[config.mk]
export PLATFORM = sky130hd
export DESIGN_NAME = demux4_stream
export DESIGN_NICKNAME = d
export VERILOG_FILES = /design/src/rtl/demux4_stream.sv
export SDC_FILE = /design/constraint.sdc
export NUM_CORES = 1
export LEC_CHECK = 0
export CELL_PAD_IN_SITES_DETAIL_PLACEMENT = 1
export CELL_PAD_IN_SITES_GLOBAL_PLACEMENT = 1
export CORE_MARGIN = 2
export CORE_UTILIZATION = 36
export DETAILED_ROUTE_END_ITERATION = 10
export HOLD_SLACK_MARGIN = 0.02
export PLACE_DENSITY_LB_ADDON = 0.1
export RECOVER_POWER = 50
export SYNTH_ARGS = -nofsm -noshare
export SYNTH_HDL_FRONTEND = slang
export SYNTH_SLANG_ARGS = --single-unit
[constraint.sdc]
create_clock -name clk -period 2.4 [get_ports clk]
set_input_delay 0.6 -clock clk [delete_from_list [all_inputs] [get_ports clk]]
set_output_delay 0.6 -clock clk [all_outputs]
set_load 0.05 [all_outputs]
[src/rtl/demux4_stream.sv]
// demux4_stream
//   Steers one valid/ready input stream into four per-lane 2-entry FIFOs using
//   the 2-bit lane select that travels with each word. Each lane drains through
//   its own valid/ready output port and keeps a wrapping count of words it has
//   delivered.
//
// Ports
//   clk         single clock, all state on rising edge
//   rst         synchronous, active-high reset
//   in_valid    input word valid
//   in_ready    input word accepted when in_valid && in_ready
//   in_data     input word (W bits)
//   s           destination lane of in_data
//   out_valid   bit i: lane i holds at least one word
//   out_ready   bit i: lane i consumer takes the head word
//   out_data    lane i head word at [i*W +: W]
//   lane_count  lane i delivered-word count at [i*COUNT_W +: COUNT_W]

module demux4_stream #(
    parameter int W       = 4,
    parameter int COUNT_W = 8
) (
    input  logic                 clk,
    input  logic                 rst,
    input  logic                 in_valid,
    output logic                 in_ready,
    input  logic [W-1:0]         in_data,
    input  logic [1:0]           s,
    output logic [3:0]           out_valid,
    input  logic [3:0]           out_ready,
    output logic [4*W-1:0]       out_data,
    output logic [4*COUNT_W-1:0] lane_count
);

    // Each lane is a two-slot shift FIFO: head_q is always the oldest word,
    // tail_q only holds data when occupancy is 2.
    logic [W-1:0]       head_q [4];
    logic [W-1:0]       head_d [4];
    logic [W-1:0]       tail_q [4];
    logic [W-1:0]       tail_d [4];
    logic [1:0]         occ_q  [4];
    logic [1:0]         occ_d  [4];
    logic [COUNT_W-1:0] cnt_q  [4];
    logic [COUNT_W-1:0] cnt_d  [4];

    logic [3:0] full;
    logic [3:0] push;
    logic [3:0] pop;

    always_comb begin
        for (int i = 0; i < 4; i++) begin
            full[i] = (occ_q[i] == 2'd2);
        end
    end

    // Backpressure looks only at the selected lane's registered occupancy, so
    // a full lane stalls the producer even if its consumer is popping now.
    assign in_ready = !full[s];

    always_comb begin
        for (int i = 0; i < 4; i++) begin
            push[i] = in_valid && in_ready && (s == 2'(i));
            pop[i]  = (occ_q[i] != 2'd0) && out_ready[i];
        end
    end

    always_comb begin
        for (int i = 0; i < 4; i++) begin
            head_d[i] = head_q[i];
            tail_d[i] = tail_q[i];
            occ_d[i]  = occ_q[i];
            cnt_d[i]  = cnt_q[i];

            if (pop[i]) begin
                cnt_d[i] = cnt_q[i] + COUNT_W'(1);
            end

            case ({push[i], pop[i]})
                // Push and pop together only happens at occupancy 1: the new
                // word replaces the departing head.
                2'b11: head_d[i] = in_data;
                2'b10: begin
                    if (occ_q[i] == 2'd0) begin
                        head_d[i] = in_data;
                    end else begin
                        tail_d[i] = in_data;
                    end
                    occ_d[i] = occ_q[i] + 2'd1;
                end
                // Popping the last word leaves head_q untouched, so an empty
                // lane keeps showing its last value.
                2'b01: begin
                    if (occ_q[i] == 2'd2) begin
                        head_d[i] = tail_q[i];
                    end
                    occ_d[i] = occ_q[i] - 2'd1;
                end
                default: ;
            endcase
        end
    end

    always_ff @(posedge clk) begin
        if (rst) begin
            for (int i = 0; i < 4; i++) begin
                head_q[i] <= '0;
                tail_q[i] <= '0;
                occ_q[i]  <= 2'd0;
                cnt_q[i]  <= '0;
            end
        end else begin
            for (int i = 0; i < 4; i++) begin
                head_q[i] <= head_d[i];
                tail_q[i] <= tail_d[i];
                occ_q[i]  <= occ_d[i];
                cnt_q[i]  <= cnt_d[i];
            end
        end
    end

    always_comb begin
        for (int i = 0; i < 4; i++) begin
            out_valid[i]                       = (occ_q[i] != 2'd0);
            out_data[i*W +: W]                 = head_q[i];
            lane_count[i*COUNT_W +: COUNT_W]   = cnt_q[i];
        end
    end

endmodule

==> results by group <==
Floorplan
  • Row cnt: 37
  • Die Area: ~0.011 mm^2
  • Initial Utilization: 36.87%
  • Core Area: a little over 0.01 mm^2
  • Io pins: 66
  • Die width: 106.4 um
  • Die Y: 106.4 um

Power and ir drop
  • Leak: 1.938 nW
  • Worst vdd ir: 0.2734 mV
  • Power Dens Cells: 693.2 mW/mm^2
  • Design internal power: 0.002164 W
  • Sw Ratio: about 36%
  • Net Sw Power: approximately 0.0012 W
  • Clock share of power: 25.8%
  • Flop pwr share: between 30% and 40%
  • Final total power: 0.003380 W
  • Logic gate share of total power: 34.7%

Clock tree
  • CTS root buffer: clkbuf_8
  • Post-CTS Setup Bufs: 0
  • CTS tree: built
  • Clk buf depth: 2
  • CTS Hold Bufs: 0
  • H-Tree Level Count: 3
  • Total CTS buffers: 9
  • Clock Sinks: 72
  • Reg clk slew, reported paths: 80 ps
  • Latest clock arrival within the worst-skew pair: 350 ps

Timing
  • Final Max Tran Viols: 0
  • RSZ-0062 raised after global routing: no
  • Setup tns final: 0 ps
  • Worst-Margin Slew: 630.0 ps
  • Setup Skew: 13.28 ps
  • Hold Fails Final Rpt: 0
  • Fin crit period: 2321 ps
  • Endpoints failing setup: 0
  • WHS: 482.3 ps
  • Slew margin rel.: 58.18%
  • FMAX: 430.9 MHz
  • Post-route clock period utilization: between 90% and 100%
  • Worst setup margin: 79.27 ps

Layout
  • FF+latch area: 0.001441 mm^2
  • Fillers: 1202
  • Most common cell after layout, fill and taps aside: dfxtp_1
  • Multi-input gate area: 0.002120 mm^2
  • Most frequent cells in the layout: dfxtp_1, nor2_1, clkdlybuf4s50_1
  • Inserted Diodes: 0
  • Final instance area: 0.004876 mm^2
  • Share of layout cells above drive strength 1: 18.18%
  • Nets: 517
  • Layout area overhead: 29.25%

Placed design
  • Placed Area: 0.004793 mm^2
  • Pre-CTS setup slack: -505.5 ps
  • Placer's final routability congestion estimate: 0.7690
  • Hpwl dp: 6953 um
  • # port buffers: 65

Routing
  • 1st-iter DRT viols: 66
  • Wirelength per Cell: roughly 15 um
  • WL final: 9242 um
  • Vias per cell: 4.979
  • DRT Pass-1 Iters: 4
  • DRC errors left: 0
  • Post-route ant nets: 0
  • DR vias: 3142

Synth
  • Leading area contributor after synthesis: dfxtp_1
  • Syn Nets: 424
  • Register area share after synthesis: between 30% and 40%
  • Synth unique cells: between 40 and 50
  • Synthesis Warnings: 0
  • Post-synth EDFFs: 0
  • Primary FF master, synth: dfxtp_1
  • Synth async-reset ratio: 0%
  • Synth top area cells: dfxtp_1, mux2i_1, mux2_4
  • Gate Count Post-Synth: a little under 400
  • Synthesized area per cell: 9.502 um^2
  • Post-Synthesis Cell Area: ~0.0038 mm^2
  • Post-synth top area share: 38.21%
  • Synth Register Bits: 72

Worst setup path
  • WS Path Type: in -> out
  • Critical path launch point type: primary input
  • Worst endpoint data arrival time: 1720 ps
  • Crit path largest cell delay: ~370 ps
  • Slowest stage cell on the critical path: a311o_1
  • Critical-path cell list: dlygate4sd2_1, buf_4, a311o_1, nand2_2, buf_12
  • Data required time at the worst endpoint: 1800 ps
  • Critical path fanouts, max: 5
  • Crit end category: output port

Global route
  • First-pass GRT wire length: 15550 um
  • Vias in the first global route: roughly 3.2k
  • Global route overflow: 0
  • Gr usage total: 17.12%
  • Pin count of the biggest net entering global routing: 30
  • Initial antenna violation count: 0

Status
  • Status: finished, final reports clean

Flow run
  • Max-Cap Viols: 0

Worst hold path
  • Min-Delay Path Class: reg -> reg
flip-flops by register name (all words and copies together) (netlist names):
register  cells
cnt_q        32
occ_q         8
head_q       16
tail_q       16
timing repair:
item,CTS,global route
resized for setup,2,3
gates cloned,0,0
endpoints found under the setup margin,16,1
area by class of cell:
class | count | area share [%]
Multi-Input combinational cell | 291 | 43.47
Timing Repair Buffer | 109 | 19.27
Inverter | 7 | 0.6415
Clock buffer | 11 | 2.900
Clock inverter | 5 | 0.6672
Tap cell | 136 | 3.490
Sequential cell | 72 | 29.56
kinds of logic after synthesis:
family / after synthesis / share of synthesized area [%]
buffers and inverters: 34 / 4.809
multiplexers: 48 / 14.56
AO/OA/AOI/OAI: 67 / 12.94
XOR/XNOR: 16 / 3.715
AND/OR/NAND/NOR: 146 / 21.13
adder cells (fa/ha/maj): 14 / 4.644
flip-flops: 72 / 38.21
cells in the mapped netlist, types with 2 or more instances:
| library cell | instances |
|---|---|
| a21oi_1 | 24 |
| a22oi_4 | 4 |
| buf_1 | 5 |
| buf_2 | 5 |
| buf_4 | 3 |
| buf_6 | 4 |
| clkbuf_1 | 9 |
| dfxtp_1 | 72 |
| ha_1 | 14 |
| inv_1 | 3 |
| inv_2 | 2 |
| inv_4 | 2 |
| mux2_1 | 3 |
| mux2_4 | 13 |
| mux2i_1 | 32 |
| nand2_1 | 24 |
| nand2b_1 | 5 |
| nand3_1 | 4 |
| nand4_1 | 9 |
| nor2_1 | 51 |
| nor2b_1 | 16 |
| nor4b_4 | 2 |
| o211ai_1 | 4 |
| o21ai_0 | 16 |
| o21ai_1 | 4 |
| o21ai_4 | 4 |
| o31ai_1 | 8 |
| or2_2 | 5 |
| or3_1 | 11 |
| or4_1 | 12 |
| xnor2_1 | 8 |
| xor2_1 | 8 |
power by group through the flow:
stage / sequential (W) / clock (W) / combinational, W
final: 0.00134 / 0.000872 / 0.00117
after CTS: 0.00134 / 0.000904 / 0.00126
after detailed placement: 0.00136 / 0 / 0.00125
after global routing: 0.00135 / 0.000960 / 0.00126
after floorplan: 0.00152 / 0 / 0.000715
after global placement: 0.00136 / 0 / 0.00123
layer usage:
metal / track usage (%) / vias to the layer above / wire (um)
met4: 5.639 / 0 / 107
met5: 0 / - / 0
met1: 21.34 / 1511 / 4274
met2: 29.53 / 48 / 4569
li1: - / 1575 / -
met3: 3.311 / 8 / 291
metrics by stage:
step / utilization [%] / cells
global placement: 46.85 / 615
global route: 47.66 / 631
floorplan: - / 397
CTS: 48.53 / 631
detailed placement: 46.85 / 615
finish: 47.66 / 631
worst max-delay path: cells and delay by family:
kind | cells | cell delay [ps]
and+or+nand+nor | 1 | 110
buffers and inverters | 3 | 650
AOI/OAI and AO/OA | 1 | 370
final timing paths:
check | endpoint | slack [ps] | cells past startpoint | startpoint
max | in_ready | 80 | 5 | s[1]
min | cnt_q[0][7] | 480 | 2 | cnt_q[0][7]
max reg2reg | occ_q[0][5] | 250 | 6 | occ_q[0][4]
min reg2reg | cnt_q[0][7] | 480 | 2 | cnt_q[0][7]
Note: power is estimated with default switching activity, not from simulation.
